==> src/rtl/mem_arbiter_pkg.sv <==
// Shared types and constants for the I/D-cache memory arbiter.
package mem_arbiter_pkg;

    localparam int          DEF_MEM_LATENCY     = 4;
    localparam int          DEF_WORDS_PER_BLOCK = 8;
    localparam logic [15:0] BLOCK_MASK          = 16'hFFF0;

    typedef enum logic [1:0] {
        ST_IDLE   = 2'd0,
        ST_WRITE  = 2'd1,
        ST_FILL_I = 2'd2,
        ST_FILL_D = 2'd3
    } arb_state_e;

    // Byte address of the idx-th 16-bit word of a block.
    function automatic logic [15:0] word_addr(input logic [15:0] base, input logic [15:0] idx);
        return base + {idx[14:0], 1'b0};
    endfunction

endpackage

==> src/rtl/mem_arbiter_fill_counter.sv <==
// Issue and return counters for one block fill, with terminal flags.
module arb_fill_counter
    import mem_arbiter_pkg::*;
#(
    parameter int WORDS = DEF_WORDS_PER_BLOCK,
    parameter int CNT_W = 4
) (
    input  logic             clk,
    input  logic             rst,
    input  logic             clr,
    input  logic             issue_inc,
    input  logic             ret_inc,
    output logic [CNT_W-1:0] issue_cnt,
    output logic [CNT_W-1:0] ret_cnt,
    output logic             issue_done,
    output logic             ret_last
);

    assign issue_done = (issue_cnt == CNT_W'(WORDS));
    assign ret_last   = (ret_cnt == CNT_W'(WORDS - 1));

    // Count issued reads (saturating at a full block) and accepted returns.
    always_ff @(posedge clk or posedge rst) begin
        if (rst) begin
            issue_cnt <= '0;
            ret_cnt   <= '0;
        end else if (clr) begin
            issue_cnt <= '0;
            ret_cnt   <= '0;
        end else begin
            if (issue_inc && !issue_done) begin
                issue_cnt <= issue_cnt + CNT_W'(1);
            end
            if (ret_inc) begin
                ret_cnt <= ret_cnt + CNT_W'(1);
            end
        end
    end

endmodule

==> src/rtl/mem_arbiter.sv <==
// Arbitrates I/D-cache block fills and D-cache write-through stores onto one memory port.
// Optional build macro ARB_ROUND_ROBIN_EN: alternate simultaneous fill requests instead of favouring D.
module mem_arbiter
    import mem_arbiter_pkg::*;
#(
    parameter int MEM_LATENCY     = DEF_MEM_LATENCY,
    parameter int WORDS_PER_BLOCK = DEF_WORDS_PER_BLOCK
) (
    input  logic        clk,
    input  logic        rst,
    input  logic        i_miss_req,
    input  logic [15:0] i_miss_addr,
    input  logic        d_miss_req,
    input  logic [15:0] d_miss_addr,
    input  logic        d_wr_req,
    input  logic [15:0] d_wr_addr,
    input  logic [15:0] d_wr_data,
    output logic        i_busy,
    output logic        d_busy,
    output logic        i_fill_valid,
    output logic        d_fill_valid,
    output logic [15:0] fill_addr,
    output logic [15:0] fill_data,
    output logic        i_fill_done,
    output logic        d_fill_done,
    output logic        d_wr_ack,
    output logic        mem_en,
    output logic        mem_wr,
    output logic [15:0] mem_addr,
    output logic [15:0] mem_wdata,
    input  logic [15:0] mem_rdata,
    input  logic        mem_data_valid
);

    // Wide enough to span a whole fill window (issue phase plus latency tail).
    localparam int CNT_W = $clog2(WORDS_PER_BLOCK + MEM_LATENCY + 1);

    arb_state_e       state_r;
    arb_state_e       state_s;
    logic [15:0]      base_r;
    logic             i_busy_r;
    logic             d_busy_r;
    logic             grant_d_s;
    logic             fill_i_s;
    logic             fill_d_s;
    logic             in_fill_s;
    logic             issue_s;
    logic             ret_acc_s;
    logic             done_s;
    logic [CNT_W-1:0] issue_cnt_s;
    logic [CNT_W-1:0] ret_cnt_s;
    logic             issue_done_s;
    logic             ret_last_s;

    assign fill_i_s  = (state_r == ST_FILL_I);
    assign fill_d_s  = (state_r == ST_FILL_D);
    assign in_fill_s = fill_i_s | fill_d_s;
    assign issue_s   = in_fill_s & ~issue_done_s;
    assign ret_acc_s = in_fill_s & mem_data_valid;
    assign done_s    = ret_acc_s & ret_last_s;

`ifdef ARB_ROUND_ROBIN_EN
    logic rr_d_r;

    // Select the D cache when it requests alone or when it holds the turn.
    always_comb begin
        grant_d_s = d_miss_req & (~i_miss_req | rr_d_r);
    end

    // Turn pointer flips after every completed fill; starts at the D cache.
    always_ff @(posedge clk or posedge rst) begin
        if (rst) begin
            rr_d_r <= 1'b1;
        end else if (done_s) begin
            rr_d_r <= ~rr_d_r;
        end else begin
            rr_d_r <= rr_d_r;
        end
    end
`else
    // The D cache wins every fill contest.
    always_comb begin
        grant_d_s = d_miss_req;
    end
`endif

    arb_fill_counter #(
        .WORDS (WORDS_PER_BLOCK),
        .CNT_W (CNT_W)
    ) u_fill_counter (
        .clk        (clk),
        .rst        (rst),
        .clr        (done_s),
        .issue_inc  (issue_s),
        .ret_inc    (ret_acc_s),
        .issue_cnt  (issue_cnt_s),
        .ret_cnt    (ret_cnt_s),
        .issue_done (issue_done_s),
        .ret_last   (ret_last_s)
    );

    // Next-state selection: stores beat fills, a fill ends on its last return.
    always_comb begin
        state_s = state_r;
        case (state_r)
            ST_IDLE: begin
                if (d_wr_req) begin
                    state_s = ST_WRITE;
                end else if (d_miss_req || i_miss_req) begin
                    state_s = grant_d_s ? ST_FILL_D : ST_FILL_I;
                end else begin
                    state_s = ST_IDLE;
                end
            end
            ST_WRITE: state_s = ST_IDLE;
            ST_FILL_I, ST_FILL_D: begin
                if (done_s) begin
                    state_s = ST_IDLE;
                end else begin
                    state_s = state_r;
                end
            end
            default: state_s = ST_IDLE;
        endcase
    end

    // State, block base and stall flags. A waiting cache stays stalled while the other is served.
    always_ff @(posedge clk or posedge rst) begin
        if (rst) begin
            state_r  <= ST_IDLE;
            base_r   <= 16'h0000;
            i_busy_r <= 1'b0;
            d_busy_r <= 1'b0;
        end else begin
            state_r  <= state_s;
            i_busy_r <= (state_s == ST_FILL_I) | (i_miss_req & ((state_s != ST_IDLE) | fill_d_s));
            d_busy_r <= (state_s == ST_FILL_D) | (d_miss_req & ((state_s != ST_IDLE) | fill_i_s));
            if (state_r == ST_IDLE) begin
                base_r <= (grant_d_s ? d_miss_addr : i_miss_addr) & BLOCK_MASK;
            end else begin
                base_r <= base_r;
            end
        end
    end

    // Memory command and fill return buses; all idle values are zero.
    always_comb begin
        mem_en       = 1'b0;
        mem_wr       = 1'b0;
        mem_addr     = 16'h0000;
        mem_wdata    = 16'h0000;
        d_wr_ack     = 1'b0;
        i_fill_valid = 1'b0;
        d_fill_valid = 1'b0;
        i_fill_done  = 1'b0;
        d_fill_done  = 1'b0;
        fill_addr    = 16'h0000;
        fill_data    = 16'h0000;
        if (state_r == ST_WRITE) begin
            mem_en    = 1'b1;
            mem_wr    = 1'b1;
            mem_addr  = d_wr_addr;
            mem_wdata = d_wr_data;
            d_wr_ack  = 1'b1;
        end else if (issue_s) begin
            mem_en   = 1'b1;
            mem_addr = word_addr(base_r, 16'(issue_cnt_s));
        end else begin
            mem_en = 1'b0;
        end
        if (ret_acc_s) begin
            i_fill_valid = fill_i_s;
            d_fill_valid = fill_d_s;
            i_fill_done  = fill_i_s & done_s;
            d_fill_done  = fill_d_s & done_s;
            fill_addr    = word_addr(base_r, 16'(ret_cnt_s));
            fill_data    = mem_rdata;
        end else begin
            fill_addr = 16'h0000;
        end
    end

    assign i_busy = i_busy_r;
    assign d_busy = d_busy_r;

endmodule

==> config.mk <==
export PLATFORM = sky130hd
export DESIGN_NAME = mem_arbiter
export DESIGN_NICKNAME = d
export VERILOG_FILES = /design/src/rtl/mem_arbiter_pkg.sv /design/src/rtl/mem_arbiter_fill_counter.sv /design/src/rtl/mem_arbiter.sv
export SDC_FILE = /design/constraint.sdc
export NUM_CORES = 1
export LEC_CHECK = 0
export ABC_CLOCK_PERIOD_IN_PS = 1930
export BUFFER_PORTS_ARGS = -buffer_cell sky130_fd_sc_hd__buf_4
export CELL_PAD_IN_SITES_DETAIL_PLACEMENT = 0
export CELL_PAD_IN_SITES_GLOBAL_PLACEMENT = 1
export CORE_ASPECT_RATIO = 0.5
export CORE_MARGIN = 2
export CORE_UTILIZATION = 26
export CTS_CLUSTER_SIZE = 8
export DETAILED_ROUTE_END_ITERATION = 12
export PLACE_DENSITY_LB_ADDON = 0.1
export SKIP_LAST_GASP = 1
export SYNTH_ARGS = -nofsm -noshare
export SYNTH_HDL_FRONTEND = slang
export SYNTH_SLANG_ARGS = --single-unit
==> constraint.sdc <==
create_clock -name clk -period 1.93 [get_ports clk]
set_clock_uncertainty 0.15 [all_clocks]
set_input_delay 0.2895 -clock clk [delete_from_list [all_inputs] [get_ports clk]]
set_output_delay 0.2895 -clock clk [all_outputs]
set_load 0.005 [all_outputs]
==> results.yml <==
status:
  status: "complete, but fails checks"
  violations_in_the_final_reports: "setup timing"
setup_path:
  timing.critical_path.arrival_ns: 1.58
  ff2ff_path_depth: 5
  critPathMaxFanout: 6
  crit_required_ns: 1.49
  crit-reg2reg-launch: "state_r[1]$_DFF_PP0_"
  critical_path.cell_chain: "ha_4, nand3_4, or3_4, a21oi_2, buf_4"
  cp.depth: 5
  worst_setup_path_end_kind: "output pin"
  critical_path.top_delay_family: "simple AND/OR/NAND/NOR gates"
  rr_endpoint: "u_fill_counter.ret_cnt[3]$_DFFE_PP0P_"
  r2r_slack_ns: 0.26
  setup.worst_path.class: "reg -> out"
  slowest_stage: "dfrtp_2"
  critical_path_launch_point_type: "flop"
  cp_slowest_stage_delay_ns: 0.41
  total_buffers_and_inverters_traversed_by_the_critical_path: 1
timing:
  clock.fmax_mhz: 495.2
  timing.final.crit_period_ns: 2.019
  finalMaxSlewViolations: 0
  totalNegativeSetupSlack_ns: -0.3832
  grt_setup_unrepaired: "yes"
  min_period_over_period_pct: 104.6
  worst_slack_ns: -0.08936
  final-hold-violation-count: 0
  hold_slack_ns: 0.06985
  setup_viol_count_final: 13
yosys:
  syn_inst: 259
  synth_top_area_cell: "dfrtp_1"
  ys_top_cells_by_area: "dfrtp_1 30%, and3_1 7.4%, mux2i_1 6.4%"
  synth_seq_area_share_pct: 29.67
  synthesis.area_per_instance_um2: 7.816
  syn_nets: 352
  synth_seq_cells: 24
  synth_top_area_share_pct: 29.67
  async_flop_share_pct: 100.0
  synth-edff-count: 0
  synth.distinct_cells: 34
  synth_area_um2: 2024
  synth_warnings: 0
  yosys_most_used_dff: "dfrtp_1"
grt:
  antenna_found_initial: 0
  track_usage_pct: 14.90
  grt_max_degree: 36
  wire_length_of_the_first_global_routing_pass_um: 10220
  first_global_vias: 2223
  gr-total-overflow: 0
pwr:
  power.combinational.fraction_pct: 67.1
  report.power.total_mw: 4.913
  p_sw_mw: 1.918
  leakagePower_nw: 1.938
  peakVddDrop_uv: 536.5
  cellPowerDensity_nw_per_um2: 1277
  seqPwrFrac_pct: 23.0
  clock_power_share_pct: 9.9
  p_int_mw: 2.995
  power.share.switching_pct: 39.04
layout:
  drive_gt1_share_pct: 58.41
  finish.net_count: 522
  finalCoreUtilization_pct: 51.75
  fin_area_um2: 3846
  layout.cells.most_common: "buf_4"
  final_cell_mix: "181 x buf_4, 30 x nand2_1, 24 x and3_1, 18 x and2_1"
  antennaDiodeCount: 0
  finished_layout_cells: 524
  area.growth.synth_to_final_pct: 89.99
routing:
  detailedRoute.firstIterationViolations: 35
  wl_per_cell_um: 12.99
  routed-via-count: 2407
  detail_route.vias_per_cell: 4.594
  drt.antenna.violating_nets: 0
  finalWirelength_um: 6809
  drt_pass1_iterations: 4
  remaining_design_rule_violation_count: 0
floorplanning:
  core_region_area_um2: 7432
  die-width_um: 128.8
  die-height_um: 66.40
  ios: 159
  initial_utilization_pct: 27.24
  placementRows: 22
  design.die.area_um2: 8551
hold_path:
  whs_endpoint: "state_r[1]$_DFF_PP0_"
  min_delay_path_depth: 2
  holdCritPathClass: "in -> reg"
  timing.hold.worst.start: "d_wr_req"
clocking:
  tritoncts: "done"
  cts_inserted_buffers: 3
  cts_buffer_depth: 2
  cts_sink_count: 24
  cts_max_level: 1
  clock_insertion_delay_worst_skew_ns: 0.25
  clk_pin_slew_worst_paths_ns: 0.06
  clock-root-buffer: "clkbuf_16"
place:
  gpl.final_weighted_congestion: 0.7569
  placedCellCount: 493
  dpl_cell_area_um2: 3252
  buffer_ports.inserted: 149
  hpwlAfterDp_um: 5186
  post_placement_worst_setup_slack_ns: 0.04729
run:
  cap_viol_max_count: 0
-- kinds of logic after synthesis --
family	count (synthesis)	share of synthesized area, %
simple gates	123	31.46
buf+inv	28	6.860
compound gates	39	10.45
other cells	1	0.1852
mux	15	7.540
flops	24	29.67
xor+xnor	22	9.518
fa+ha+maj	7	4.326
-- synth_stat cells (4+ instances only) --
cell type,instances
mux2i_1,13
clkbuf_1,7
nand2_1,34
inv_1,4
buf_2,12
nand3_1,7
ha_1,7
xnor2_1,10
and2_1,18
and3_1,24
nor2_1,19
nand4_1,6
o21ai_0,26
o21ai_1,4
dfrtp_1,24
nor3_1,4
xor2_1,12
a21oi_1,4
-- layer usage --
metal	part of all wire, %	track usage, %	vias to the layer above
met3	5.8	3.236	2
li1	-	-	1209
met4	0.40	1.630	0
met2	50	27.31	71
met5	0	0	-
met1	44	18.65	1125
-- cell type report --
cell class	count	area, um^2
inverter	4	15.01
clock buffer	4	88.84
sequential	24	615.6
fill	725	3586
tap	96	120.1
timing repair buffer	189	1465
multi-input combinational	207	1541
-- registers in the layout (all words and copies together), names as in the netlist --
signal / flops
d_busy: 1
i_busy: 1
u_fill_counter.issue_cnt: 4
u_fill_counter.ret_cnt: 4
base_r: 12
state_r: 2
-- power by group through the flow --
stage,Sequential [mW],Clock [mW],Combinational (mW)
after floorplan,0.959,0,1.37
after global placement,1.10,0,2.43
after detailed placement,1.11,0,2.45
after CTS,1.16,0.499,3.03
after global routing,1.17,0.519,3.63
final,1.13,0.486,3.30
-- how the worst max path moves through the flow --
| stage | startpoint | endpoint | slack (ns) |
|---|---|---|---|
| after floorplan | u_fill_counter.issue_cnt[0]$_DFFE_PP0P_ | mem_addr[10] | 0.16 |
| after global placement | base_r[4]$_DFFE_PP0N_ | fill_addr[11] | 0.09 |
| after detailed placement | base_r[4]$_DFFE_PP0N_ | mem_addr[13] | 0.05 |
| after CTS | base_r[4]$_DFFE_PP0N_ | fill_addr[11] | -0.06 |
| after global routing | base_r[4]$_DFFE_PP0N_ | mem_addr[14] | -0.16 |
| final | base_r[4]$_DFFE_PP0N_ | fill_addr[11] | -0.09 |
-- timing repair --
action | in CTS | in global routing
resized for setup | 59 | 25
pin swaps | 23 | 11
endpoints found under the setup margin | 29 | 25
cloned | 1 | 0
buffers inserted | 12 | 13
hold buffers | 1 | 0
hold endpoints to repair | 24 | 0
-- worst reg2reg max path, stage by stage, from the launching register on --
cell     delay (ns)
dfrtp_2        0.45
buf_4          0.15
buf_4          0.17
and3_1         0.20
and3_1         0.19
mux2_2         0.27
Power figures use the tool's default switching activity.
